$ cat src/rtl/ahb_wr_drain.sv
// ahb_wr_drain
// Consumer end of the posted-write buffer. Pops one {addr, data} entry at a
// time and issues it on AHB-Lite as a single NONSEQ word write, then waits
// for the data phase to finish before popping the next entry.
//
// Optional error log: define AHB_WR_DRAIN_ERR_LOG_EN to record the first
// errored write in err_flag/err_addr. When it is undefined both outputs are
// tied to 0 and err_clr is ignored.
//
// Ports
//   clk, rstn          clock, asynchronous active-low reset
//   drain_en           level, permits new pops (in-flight entry always finishes)
//   fifo_empty         write-buffer empty flag
//   fifo_rd_en         pop request; fifo_data is valid the following cycle
//   fifo_data          {addr, data} entry, addr in the upper field
//   HADDR..HPROT       AHB-Lite initiator address/control and write data
//   HREADY, HRESP      AHB-Lite transfer ready and response (1 = ERROR)
//   busy               high whenever the FSM is not IDLE
//   wr_done            one-cycle pulse after each completed write (OKAY or ERROR)
//   err_flag/err_addr  sticky first-error record
//   err_clr            clears the error record
//
// Handshake: a pop happens on a clock edge where fifo_rd_en is high; the
// entry is sampled one cycle later. On the bus, a phase (address or data)
// completes on a clock edge where HREADY is high; until then every output
// of that phase is held stable.
module ahb_wr_drain #(
  parameter int ADDR_WIDTH = 32,
  parameter int DATA_WIDTH = 32
) (
  input  logic                           clk,
  input  logic                           rstn,
  input  logic                           drain_en,
  input  logic                           fifo_empty,
  output logic                           fifo_rd_en,
  input  logic [ADDR_WIDTH+DATA_WIDTH-1:0] fifo_data,
  output logic [ADDR_WIDTH-1:0]          HADDR,
  output logic [1:0]                     HTRANS,
  output logic                           HWRITE,
  output logic [2:0]                     HSIZE,
  output logic [2:0]                     HBURST,
  output logic [3:0]                     HPROT,
  output logic [DATA_WIDTH-1:0]          HWDATA,
  input  logic                           HREADY,
  input  logic                           HRESP,
  output logic                           busy,
  output logic                           wr_done,
  output logic                           err_flag,
  output logic [ADDR_WIDTH-1:0]          err_addr,
  input  logic                           err_clr
);

  typedef enum logic [1:0] {
    S_IDLE = 2'd0,
    S_LOAD = 2'd1,
    S_ADDR = 2'd2,
    S_DATA = 2'd3
  } state_t;

  localparam logic [1:0] HTRANS_IDLE   = 2'b00;
  localparam logic [1:0] HTRANS_NONSEQ = 2'b10;

  state_t                  r_state;
  logic [ADDR_WIDTH-1:0]   r_addr_q;
  logic [DATA_WIDTH-1:0]   r_data_q;
  logic [1:0]              r_htrans;
  logic                    r_hwrite;
  logic                    r_busy;
  logic                    r_wr_done;

  logic                    w_pop;
  logic                    w_cmpl;

  // Pop only from IDLE. rstn gates it so no pop is requested while reset
  // is held, even though the state is already IDLE.
  assign w_pop      = rstn & (r_state == S_IDLE) & drain_en & ~fifo_empty;
  assign fifo_rd_en = w_pop;

  // Data-phase completion edge: the write is done, OKAY or ERROR.
  assign w_cmpl = (r_state == S_DATA) & HREADY;

  always_ff @(posedge clk or negedge rstn) begin
    if (!rstn) begin
      r_state   <= S_IDLE;
      r_addr_q  <= '0;
      r_data_q  <= '0;
      r_htrans  <= HTRANS_IDLE;
      r_hwrite  <= 1'b0;
      r_busy    <= 1'b0;
      r_wr_done <= 1'b0;
    end else begin
      r_wr_done <= 1'b0;
      case (r_state)
        S_IDLE: begin
          if (w_pop) begin
            r_state <= S_LOAD;
            r_busy  <= 1'b1;
          end
        end
        S_LOAD: begin
          // Entry is on fifo_data this cycle; address phase starts next.
          r_addr_q <= fifo_data[ADDR_WIDTH+DATA_WIDTH-1:DATA_WIDTH];
          r_data_q <= fifo_data[DATA_WIDTH-1:0];
          r_htrans <= HTRANS_NONSEQ;
          r_hwrite <= 1'b1;
          r_state  <= S_ADDR;
        end
        S_ADDR: begin
          if (HREADY) begin
            // HTRANS drops to IDLE for the data phase, so an ERROR response
            // needs no cancel of a following transfer.
            r_htrans <= HTRANS_IDLE;
            r_hwrite <= 1'b0;
            r_state  <= S_DATA;
          end
        end
        S_DATA: begin
          if (HREADY) begin
            r_wr_done <= 1'b1;
            r_busy    <= 1'b0;
            r_state   <= S_IDLE;
          end
        end
        default: r_state <= S_IDLE;
      endcase
    end
  end

  assign HADDR   = r_addr_q;
  assign HWDATA  = r_data_q;
  assign HTRANS  = r_htrans;
  assign HWRITE  = r_hwrite;
  assign HSIZE   = 3'b010;
  assign HBURST  = 3'b000;
  assign HPROT   = 4'b0011;
  assign busy    = r_busy;
  assign wr_done = r_wr_done;

`ifdef AHB_WR_DRAIN_ERR_LOG_EN
  logic                  r_err_flag;
  logic [ADDR_WIDTH-1:0] r_err_addr;
  logic                  w_err_cmpl;

  assign w_err_cmpl = w_cmpl & HRESP;

  // Keeps the first error only. A clear arriving with a new error is
  // overridden by that error, so it is never lost.
  always_ff @(posedge clk or negedge rstn) begin
    if (!rstn) begin
      r_err_flag <= 1'b0;
      r_err_addr <= '0;
    end else if (w_err_cmpl && (!r_err_flag || err_clr)) begin
      r_err_flag <= 1'b1;
      r_err_addr <= r_addr_q;
    end else if (err_clr) begin
      r_err_flag <= 1'b0;
      r_err_addr <= '0;
    end
  end

  assign err_flag = r_err_flag;
  assign err_addr = r_err_addr;
`else
  logic w_unused;
  assign w_unused = ^{err_clr, HRESP, w_cmpl};
  assign err_flag = 1'b0;
  assign err_addr = '0;
`endif

endmodule

$ cat config.mk
export PLATFORM = sky130hd
export DESIGN_NAME = ahb_wr_drain
export DESIGN_NICKNAME = d
export VERILOG_FILES = /design/src/rtl/ahb_wr_drain.sv
export SDC_FILE = /design/constraint.sdc
export NUM_CORES = 1
export LEC_CHECK = 0
export BUFFER_PORTS_ARGS = -buffer_cell sky130_fd_sc_hd__buf_4
export CORE_ASPECT_RATIO = 1.5
export CORE_MARGIN = 3
export CORE_UTILIZATION = 35
export DETAILED_ROUTE_END_ITERATION = 8
export PLACE_DENSITY = 0.63
export SYNTH_ARGS = -nofsm -noshare
export SYNTH_HDL_FRONTEND = slang
export SYNTH_SLANG_ARGS = --single-unit
$ cat constraint.sdc
create_clock -name clk -period 1.5 [get_ports clk]
set_input_delay 0.3 -clock clk [delete_from_list [all_inputs] [get_ports clk]]
set_output_delay 0.3 -clock clk [all_outputs]
set_load 0.02 [all_outputs]
# Word-level counts from Yosys, hierarchy flattened
# Index checks and enable logic that the tools add are counted.
[word_totals]
regBits = 71
inputBits = 71
ram_bits = 0
latchBits = 0
wordCells = 34
romBits = 0
output_inout_bits = 113
mem_count = 0
[op_classes]
shift = 0
n_addsub = 0
div_mod_pow = 0
eq_ne = 6
bitwise_logic = 4
reduce_logical = 6
n_mul = 0
magnitude_cmp = 0
mux = 11
[op_table]
columns = ["op", "n"]
rows = [
  ["$pmux 2 s4", 1],
  ["$mux 2", 3],
  ["$ne 2x2->1 const B", 3],
  ["$reduce_and 3->1", 2],
  ["$eq 2x2->1 const B", 2],
  ["$mux 1", 4],
  ["$pmux 1 s2", 2],
  ["$pmux 2 s2", 1],
  ["$reduce_bool 2->1", 2],
  ["$and 1x1->1", 3],
  ["$eq 2x1->1 const B", 1],
  ["$logic_not 2->1", 1],
  ["$reduce_and 2->1", 1],
  ["$not 1->1", 1],
]

# Depth between registers and ports, before layout
# Gate-level depths: netlist of the first run.
[depth]
depth_word = 6
depth_mapped = 6
ltp_nobuf = 5

# Worst setup path after synthesis of the first run
# OpenSTA, ideal clock, no wires.
[synth_path]
kind = "reg-to-reg"
from = "register r_state[0]"
to = "register r_state[1]"
path_stages_with_launch = 6
setup_ns = 0.125
setup_slack_ns = 0.111
required_time_ns = 1.375
arrival_ns = 1.265
period_less_slack_ns = 1.389
path_cell_list = "dfrtp_1 -> inv_1 -> ha_1 -> nor2_1 -> a2bb2oi_2 -> mux2_2"
[synth_between]
elab_chain_cells = 6
elab_cells_between_ends = 12
[synth_rtl]
columns = ["item", "line", "text"]
rows = [
  ["start, declared", "63", "state_t r_state;"],
  ["start signal, assigned", "84", "r_state <= S_IDLE;"],
  ["start signal, assigned", "96", "r_state <= S_LOAD;"],
  ["start signal, assigned", "106", "r_state <= S_ADDR;"],
  ["$logic_not 2->1", "76, 93", ""],
  ["$and 1x1->1 (3 in series)", "76", "assign w_pop = rstn & (r_state == S_IDLE) & drain_en & ~fifo_empty;"],
  ["$ne 2x2->1 (no source line)", "n/a", ""],
  ["$reduce_and 3->1 (no source line)", "n/a", ""],
]
# Parallel ways exist; a longest one is shown, timed or not.
# A chain may end at the register's enable or synchronous reset.

# Final worst setup path of the first run
[layout_path]
from = "register r_state[0]"
to = "output port fifo_rd_en"
[layout_between]
elab_chain_cells = 4
[layout_rtl]
columns = ["item", "line", "text"]
rows = [
  ["$logic_not 2->1", "76", ""],
  ["$and 1x1->1 (3 in series)", "76", ""],
  ["end, declared", "35", "output logic fifo_rd_en,"],
]
# Every way passes these cells.

==> impl_results.md, run 1 <==
- Run status: complete, but fails checks
- Failing checks: setup timing
- First-pass GRT wire length: 10800 um
- Total Wirelength: 7580 um
- Final Hold Slack: just over 0.2 ns
- Clock buffer depth: 2
- Largest net degree at the start of global routing: 68
- PortBufs: 137
- Slew of the pin with the lowest slew margin: just over 0.8 ns
- Final Hold Viols: 0
- Slew HR: 45.4%
- Final TNS setup: -0.0157 ns
- Starting Density: 36.3%
- Core area: around 8900 um2
- Synth Cell Area: approximately 3200 um2
- Switching portion of total power: 34.6%
- Min cycle time layout: 1.52 ns
- Multi-input logic area: between 1000 and 1500 um2
- Yosys warning total: 0
- # setup viols final: 1
- Fin nets: 448
- Final Cycle Share: 101%
- Pwr dens: 2530 nW/um2
- Synth cell types: 20
- Global routing usage on met1: between 10% and 20%
- Met2 Use GR: 23.0%
- Sw Pwr: 4.20 mW
- Critical path origin: r_state[0]
- Critical Path AT: 1.22 ns
- Internal: roughly 7.9 mW
- Vias per Instance: 4.25
- Slew Viols, Final: 0
- Skew-Pair Late Insertion Delay: 0.32 ns
- Commonest non-fill, non-tap cells in the layout: buf_4 (147), dfrtp_1 (68), mux2_4 (51)
- Number of global-route vias before repair: 2100
- Total area of sequential cells: around 1700 um2
- Ant. Diodes: 0
- P_leak: 2.45 nW
- WS Path Type: reg -> out
- GRT Util Overall: 13.4%
- TritonCTS Sinks: 69
- Total power: 12.1 mW
- Synth-to-Final Area Change: 48.7%
- Crit end category: output port
- Syn Area/Cell: 15.4 um2
- Final setup margin: -0.0157 ns
- Grt ovf: 0
- Sequential power share: around 28%
- GR Layer Usage met3: 3.84%
- Ports: ~180
- Post-Synthesis Cells: 210
- Initial antenna violation count: 0
- Crit start category: register
- Unrepaired setup endpoints after global routing: yes
- Die H: 124 um
- Yosys reg bits: 69
- Drt wl/cell: between 15 and 20 um
- Worst reg-to-reg path cell count: 6
- CTS root buf: clkbuf_16
- Seq/Total Area, Yosys: 53.5%
- Final GP Congestion: 0.700
- TritonCTS clock tree: built
- Clock share of power: 17.1%
- Die X: 84.4 um
- Fill count: 787
- Reg clk slew, reported paths: 0.06 ns
- Maxcap violations: 0
- First-pass DRT Iterations: 3
- Initial DRC Count: 52
- GR peak layer: met2
- Routed Antenna Nets: 0
- Worst endpoint required time: roughly 1.2 ns
- Fraction of layout cells with a size suffix above 1: 65.8%
- Hold Crit Class: in -> async
- Reg2reg end: HADDR[9]
- R2R setup slack: 0 ns
- Num CTS Buffers: 9
- CTS H-tree lvls: 3
- Max VDD drop: 0.00114 V
- RR Startpoint: r_state[1]
- Max Fanout on Critical Path: 3
- Die ar.: 10400 um2
- Site Rows: 42
- Most common cell after layout, fill and taps aside: buf_4
- Fmax: 0.660 GHz
- DR vias: 2072
- Final Util: 54.0%
- DR DRC count: 0
- Post-DP HPWL: 4940 um
- Clock skew: 0.00622 ns
- Gate power share: 55.1%
==> cells in the mapped netlist <==
| cell | count | area, um2 |
|---|---|---|
| ha_1 | 5 | 62.6 |
| inv_1 | 4 | 15.0 |
| buf_4 | 45 | 338 |
| a2bb2oi_2 | 1 | 15.0 |
| a21oi_1 | 1 | 5.00 |
| nand2_1 | 1 | 3.75 |
| a31oi_1 | 1 | 6.26 |
| a211oi_1 | 1 | 7.51 |
| conb_1 | 2 | 7.51 |
| mux2_2 | 16 | 180 |
| nor2_1 | 3 | 11.3 |
| buf_6 | 6 | 67.6 |
| a2bb2oi_1 | 1 | 8.76 |
| mux2_4 | 49 | 736 |
| and3b_1 | 1 | 8.76 |
| o2bb2ai_1 | 1 | 8.76 |
| and2_1 | 1 | 6.26 |
| buf_2 | 1 | 5.00 |
| nand3b_1 | 1 | 7.51 |
| dfrtp_1 | 69 | 1730 |
==> worst max-delay path by stage <==
stage	endpoint	slack, ns	cells after the start
after global routing	HADDR[7]	-0.06	6
after floorplan	r_state[1]	0.11	5
after CTS	fifo_rd_en	-0.01	4
after detailed placement	r_state[1]	-0.07	5
after global placement	r_state[1]	0.02	5
final	fifo_rd_en	-0.02	4
==> per-layer routing <==
metal,wire length [um],vias to the layer above
met3,609,10
met2,4230,103
li1,-,943
met1,2620,1016
met4,127,0
met5,0,-
==> power by group through the flow <==
stage               registers (mW)  logic, mW  clock network, mW
detailed placement            3.39       5.88                  0
CTS                           3.38       6.14               2.14
global placement              3.35       5.81                  0
floorplan                     4.48       2.74                  0
global route                  3.52       7.07               2.22
finish                        3.38       6.68               2.07
==> metrics by stage <==
step | std cells | cell area, um2 | worst slack [ns]
2_1_floorplan | 252 | 3380 | 0.111
3_3_place_gp | 454 | 4230 | 0.0176
3_5_place_dp | 454 | 4230 | -0.0651
4_1_cts | 477 | 4610 | -0.0140
5_1_grt | 487 | 4800 | -0.0552
6_report | 487 | 4800 | -0.0157
==> kinds of logic (layout without fill, tap and decap cells) <==
family	Yosys count	in the layout	share of synthesized area [%]
DFF	69	69	53.5
muxes	65	65	28.4
AOI/OAI and AO/OA	6	6	1.59
other	2	44	0.233
buffers and inverters	56	181	13.2
adders and majority gates	5	5	1.94
and+or+nand+nor	7	7	1.16
==> registers in the layout, indices dropped and copies added (netlist names) <==
name,flops
r_state,2
HTRANS,1
busy,1
HADDR,32
wr_done,1
HWDATA,32
==> critical path: stages, from the launching register on <==
cell and delay [ns]:
dfrtp_2 0.42, inv_2 0.10, ha_4 0.14, and2_4 0.13
buf_6 0.11
==> final cells by class <==
cell class / count / share of cell area (%)
Multi-Input combinational cell: 127 / 26.5
Timing Repair Buffer: 161 / 28.2
Clock buffer: 12 / 5.14
Clock inverter: 4 / 0.991
Sequential cell: 69 / 36.0
Inverter: 4 / 0.313
Tap cell: 110 / 2.87
==> repair_timing <==
item,CTS,global route
hold buffers,1,0
setup endpoints to repair,2,56
endpoints found under the hold margin,2,0
pin swaps,3,2
buffers inserted,6,4
gates cloned,0,6
resized for setup,11,10
Power figures use the tool's default switching activity.
==> inputs of run 2 (changes only) <==
--- a/config.mk
+++ b/config.mk
@@ -11,6 +11,7 @@
 export CORE_UTILIZATION = 35
 export DETAILED_ROUTE_END_ITERATION = 8
 export PLACE_DENSITY = 0.63
+export SETUP_SLACK_MARGIN = 0.15
 export SYNTH_ARGS = -nofsm -noshare
 export SYNTH_HDL_FRONTEND = slang
 export SYNTH_SLANG_ARGS = --single-unit
==> run 2 against run 1 <==
The run still ends with setup timing left. Global-route usage is 0.50 points higher. Critical path depth stayed put. Power is 4.9% higher. Die area stayed put. Setup slack worse by 0.012 ns. Critical endpoint unchanged. Largest power group unchanged.
==> impl_results.md, run 2 (synthesized netlist as in run 1, its figures left out) <==
- Run status: complete, but fails checks
- Failing checks: setup timing
- Slew Viols, Final: 0 (unchanged)
- Die ar.: 10400 um2 (unchanged)
- Final Cycle Share: 102% (+0.82 points)
- Min cycle time layout: 1.53 ns (+0.0123 ns)
- Die H: 124 um (unchanged)
- R2R setup slack: -0.02 ns (-0.02 ns)
- Initial DRC Count: 42 (-19%)
- WS Path Type: reg -> out
- Initial antenna violation count: 0 (unchanged)
- Ant. Diodes: 0 (unchanged)
- Vias per Instance: 4.18 (-1.8%)
- Total area of sequential cells: 1730 um2 (unchanged)
- # setup viols final: 7 (+6)
- Ports: 184 (unchanged)
- Skew-Pair Late Insertion Delay: 0.32 ns (about the same)
- PortBufs: 137 (unchanged)
- Number of global-route vias before repair: 2134 (+1.6%)
- DR DRC count: 0 (unchanged)
- Final Hold Viols: 0 (unchanged)
- Maxcap violations: 0 (unchanged)
- Slew of the pin with the lowest slew margin: 0.558 ns (-0.260 ns)
- TritonCTS Sinks: 69 (unchanged)
- Critical Path AT: 1.23 ns (about the same)
- Max Fanout on Critical Path: 3 (unchanged)
- First-pass DRT Iterations: 2 (-1)
- Fmax: 0.654 GHz (-0.81%)
- Placed instance count: 454 (unchanged)
- Crit path largest cell delay: 0.42 ns (about the same)
- Most common cell after layout, fill and taps aside: buf_4
- Total Wirelength: 7600 um (+0.15%)
- Final GP Congestion: 0.717 (+2.5%)
- Crit-path slowest cell: dfrtp_2
- Starting Density: 36.3% (unchanged)
- Max VDD drop: 0.00111 V (-2.9%)
- Largest net degree at the start of global routing: 46 (-32%)
- Clock skew: 0.00655 ns (+0.000325 ns)
- CTS H-tree lvls: 3 (unchanged)
- Fill count: 739 (-6.1%)
- Routed Antenna Nets: 0 (unchanged)
- Post-DP HPWL: 5070 um (+2.5%)
- Site Rows: 42 (unchanged)
- Reg clk slew, reported paths: 0.06 ns (about the same)
- Cell Count, Final, Fillers Out: 489 (+0.41%)
- CP Buf/Inv Count: 2 (unchanged)
- CP delay by family, top: flip-flops
- Num CTS Buffers: 9 (unchanged)
- P_leak: 2.54 nW (+3.8%)
- Hold Crit Class: in -> async
- Multi-input logic area: 1340 um2 (+5.2%)
- Final setup margin: -0.0280 ns (-0.0123 ns)
- Pwr dens: 2570 nW/um2 (+1.8%)
- First-pass GRT wire length: 11100 um (+2.8%)
- Setup WS pre-CTS: 0.00451 ns (+0.0696 ns)
- Cell Chain, Critical Path: inv_2 > ha_4 > and2_4 > buf_6
- Commonest non-fill, non-tap cells in the layout: buf_4 (146), dfrtp_1 (68), mux2_4 (65)
- CTS root buf: clkbuf_16
- Final TNS setup: -0.115 ns (-0.0998 ns)
- Grt ovf: 0 (unchanged)
- Crit end category: output port
- Final Cell Area: 4940 um2 (+3.0%)
- Slew HR: 62.8% (+17 points)
- Fraction of layout cells with a size suffix above 1: 67.0% (+1.2 points)
- Final Hold Slack: 0.0882 ns (-0.115 ns)
- Worst endpoint required time: 1.20 ns (about the same)
- TritonCTS clock tree: built
- Crit start category: register
- Die X: 84.4 um (unchanged)
- Synth-to-Final Area Change: 53.2%
- Unrepaired setup endpoints after global routing: yes
- Core area: 8880 um2 (unchanged)
- Total power: 12.7 mW (+4.9%)
- Area after DPL: 4250 um2 (+0.35%)
- GRT Util Overall: 13.9% (+0.50 points)
- Drt wl/cell: 15.5 um (-0.26%)
- DR vias: 2043 (-1.4%)
- Clock buffer depth: 2 (unchanged)
- Final Util: 55.7% (+1.6 points)
- Fin nets: 450 (+0.45%)
-- run 2: area by class of cell --
| type | instances | area share (%) |
|---|---|---|
| tap | 110 | 2.78 |
| sequential | 69 | 34.9 |
| inverter | 4 | 0.304 |
| multi-input combinational | 127 | 27.1 |
| clock buffer | 12 | 5.19 |
| timing repair buffer | 163 | 28.3 |
| clock inverter | 4 | 1.42 |
-- run 2: layer usage --
metal | GRT usage [%] | wire length, um | vias up
met4 | 5.94 | 114 | 0
met5 | 0 | 0 | -
li1 | - | - | 948
met3 | 3.44 | 577 | 12
met1 | 15.9 | 2800 | 983
met2 | 24.6 | 4110 | 100
-- run 2: report_power, final --
| group | leakage, nW | internal, mW | switching (mW) |
|---|---|---|---|
| Combinational | 1.57 | 4.05 | 3.01 |
| Sequential | 0.811 | 2.84 | 0.543 |
| Clock | 0.163 | 1.54 | 0.742 |
-- run 2: timing repair --
item,CTS,global route
setup endpoints to repair,64,67
endpoints found under the hold margin,9,0
cloned,3,3
hold buffers,1,0
resized for setup,20,16
setup buffers,7,6
pin swaps,3,4
-- run 2: final timing paths --
check,start,end,depth (start not counted)
max,r_state[0],fifo_rd_en,4
min,rstn,HADDR[23],2
max reg2reg,r_state[0],HADDR[13],6
min reg2reg,HWDATA[8],HWDATA[8],1
max in group asynchronous,rstn,HADDR[6],3
min in group clk,fifo_data[55],HADDR[23],2
-- run 2: worst register-to-register path: stages, from the launching register on --
cell and delay, ns:
dfrtp_2 0.42, buf_6 0.13, ha_4 0.18, buf_12 0.14, buf_6 0.11, buf_12 0.13
mux2_4 0.30
==> inputs of run 3 (changes only) <==
--- a/config.mk
+++ b/config.mk
@@ -10,7 +10,7 @@
 export CORE_MARGIN = 3
 export CORE_UTILIZATION = 35
 export DETAILED_ROUTE_END_ITERATION = 8
-export PLACE_DENSITY = 0.63
+export PLACE_DENSITY = 0.66
 export SETUP_SLACK_MARGIN = 0.15
 export SYNTH_ARGS = -nofsm -noshare
 export SYNTH_HDL_FRONTEND = slang
==> run 3 against run 2 <==
The flow still finishes with violations (setup timing). Clock power is 4% lower. Sequential power hardly changed. Sequential share of layout area is 0.30 points higher. Hold slack worse by 0.072 ns. Clock skew is 0.00056 ns lower. Critical path depth is 1 higher. First-iteration DRC count is 38% lower. Final area is 0.86% lower. Combinational power is 0.6% lower. Utilization is 0.48 points lower. Register-to-register slack hardly changed. Flip-flop and latch count stayed put.
==> impl_results.md, run 3 (synthesized netlist as in run 1, its figures left out) <==
- Run status: complete, but fails checks
- Failing checks: setup timing
- Commonest non-fill, non-tap cells in the layout: buf_4 (144), dfrtp_1 (68), mux2_4 (65)
- First-pass DRT Iterations: 4 (+2)
- Top Layer Used: met4
- Ant. Diodes: 0 (unchanged)
- Post-DP HPWL: 5020 um (-1.0%)
- Site Rows: 42 (unchanged)
- Most common cell after layout, fill and taps aside: buf_4
- WS Path Type: reg -> reg
- Fraction of layout cells with a size suffix above 1: 66.5% (-0.53 points)
- Synth-to-Final Area Change: 51.9%
- WL met3: 562 um (-2.6%)
- Final Util: 55.2% (-0.48 points)
- Ports: 184 (unchanged)
- Crit start category: register
- CTS H-tree lvls: 3 (unchanged)
- Grt ovf: 0 (unchanged)
- # setup viols final: 17 (+10)
- Total area of sequential cells: 1730 um2 (unchanged)
- Die X: 84.4 um (unchanged)
- Maxcap violations: 0 (unchanged)
- Total Wirelength: 7680 um (+1.1%)
- DR vias: 2065 (+1.1%)
- Number of global-route vias before repair: 2141 (+0.33%)
- Met2 wire length: 4200 um (+2.3%)
- Crit end category: register
- GRT Util Overall: 14.1% (+0.24 points)
- Initial antenna violation count: 0 (unchanged)
- P_leak: 2.51 nW (-1.3%)
- Fin nets: 444 (-1.3%)
- Crit-path slowest cell: dfrtp_2
- Max VDD drop: 0.00101 V (-9.2%)
- Final Cycle Share: 101% (-0.84 points)
- Fmax: 0.660 GHz (+0.83%)
- Vias per Instance: 4.28 (+2.3%)
- Fill count: 745 (+0.81%)
- Min cycle time layout: 1.52 ns (-0.0126 ns)
- Unrepaired setup endpoints after global routing: yes
- Die H: 124 um (unchanged)
- Drt wl/cell: 15.9 um (+2.4%)
- TritonCTS clock tree: built
- Starting Density: 36.3% (unchanged)
- Total power: 12.6 mW (-0.92%)
- First-pass GRT wire length: 11200 um (+1.2%)
- Multi-input logic area: 1350 um2 (+0.75%)
- Final setup margin: -0.0154 ns (+0.0126 ns)
- Slew Viols, Final: 0 (unchanged)
- Routed Antenna Nets: 0 (unchanged)
- Max Fanout on Critical Path: 8 (+5)
- Final GP Congestion: 0.721 (+0.59%)
- WL met1: 2740 um (-2.0%)
- Largest net degree at the start of global routing: 70 (+52%)
- Reg clk slew, reported paths: 0.06 ns (about the same)
- Skew-Pair Late Insertion Delay: 0.32 ns (about the same)
- Die ar.: 10400 um2 (unchanged)
- Core area: 8880 um2 (unchanged)
- Clock buffer depth: 2 (unchanged)
- Hold Crit Class: in -> async
- Cell Chain, Critical Path: buf_4 > ha_4 > buf_12 > clkbuf_16 > mux2_4
- Initial DRC Count: 26 (-38%)
- TritonCTS Sinks: 69 (unchanged)
- Pwr dens: 2570 nW/um2 (about the same)
- Crit path largest cell delay: 0.42 ns (about the same)
- PortBufs: 137 (unchanged)
- Worst endpoint required time: 1.71 ns (+0.51 ns)
- Num CTS Buffers: 9 (unchanged)
- Clock skew: 0.00599 ns (-0.000557 ns)
- DR DRC count: 0 (unchanged)
- Final Hold Viols: 0 (unchanged)
- Critical Path AT: 1.72 ns (+0.49 ns)
- CTS root buf: clkbuf_16
-- run 3: cell types whose count changed in the layout (fill, tap and decap cells not counted), sizes merged --
cell,previous run,this run
bufinv,2,1
dlygate4sd3,1,0
clkinvlp,0,1
clkinv,2,1
clkbuf,15,14
buf,159,156
-- run 3: path summary, 6_finish.rpt --
path / startpoint / endpoint / slack, ns / depth (start not counted)
setup / recovery: r_state[0] / HWDATA[24] / -0.02 / 5
hold reg to reg: HWDATA[31] / HWDATA[31] / 0.51 / 1
min in group clk: fifo_data[16] / HWDATA[16] / 0.20 / 2
hold / removal: rstn / HWDATA[20] / 0.02 / 2
max in group asynchronous: rstn / r_state[0] / 1.19 / 2
setup reg to reg: r_state[0] / HWDATA[24] / -0.02 / 5
-- run 3: power breakdown --
part	switching [mW]	leakage (nW)	total (mW)	internal, mW
clock	0.757	0.152	2.18	1.42
combinational	3.02	1.54	7.02	4.01
sequential	0.567	0.811	3.40	2.84
total	4.34	2.51	12.6	8.27
-- run 3: layout make-up --
cell class	count	share of cell area [%]
clock buffers	13	5.51
flip-flops and latches	69	35.2
well taps	110	2.81
inverters	4	0.357
multi-input cells	127	27.5
repair buffers	157	27.7
clock inverters	3	0.868
-- run 3: per-stage QoR --
step | setup slack, ns | hold WS, ns | instances | area [um2] | setup TNS [ns]
after CTS | -0.0301 | 0.0295 | 479 | 4820 | -0.0963
final | -0.0154 | 0.0162 | 483 | 4900 | -0.122
after global routing | -0.0455 | 0.0405 | 483 | 4900 | -1.34
after detailed placement | -0.0105 | 0.381 | 451 | 4220 | -0.0105
after floorplan | 0.135 | 0.00441 | 252 | 3410 | 0
after global placement | 0.0518 | 0.377 | 451 | 4220 | 0
-- run 3: worst max-delay path, delay by kind of cell, from the launching register on --
| kind | cells | cell delay, ns |
|---|---|---|
| adder cells (fa/ha/maj) | 1 | 0.20 |
| flip-flops | 1 | 0.42 |
| multiplexers | 1 | 0.30 |
| buffers and inverters | 3 | 0.47 |
-- run 3: timing repair --
action	4_1_cts	5_1_grt
endpoints found under the setup margin	66	67
hold buffers	0	0
resized for setup	30	4
pin swaps	3	2
cloned	4	1
setup buffers	8	3
-- run 3: metal layers --
| layer | track usage, % | up-vias |
|---|---|---|
| li1 | - | 940 |
| met1 | 16.0 | 1003 |
| met2 | 25.0 | 108 |
| met3 | 3.57 | 14 |
| met4 | 6.53 | 0 |
| met5 | 0 | - |
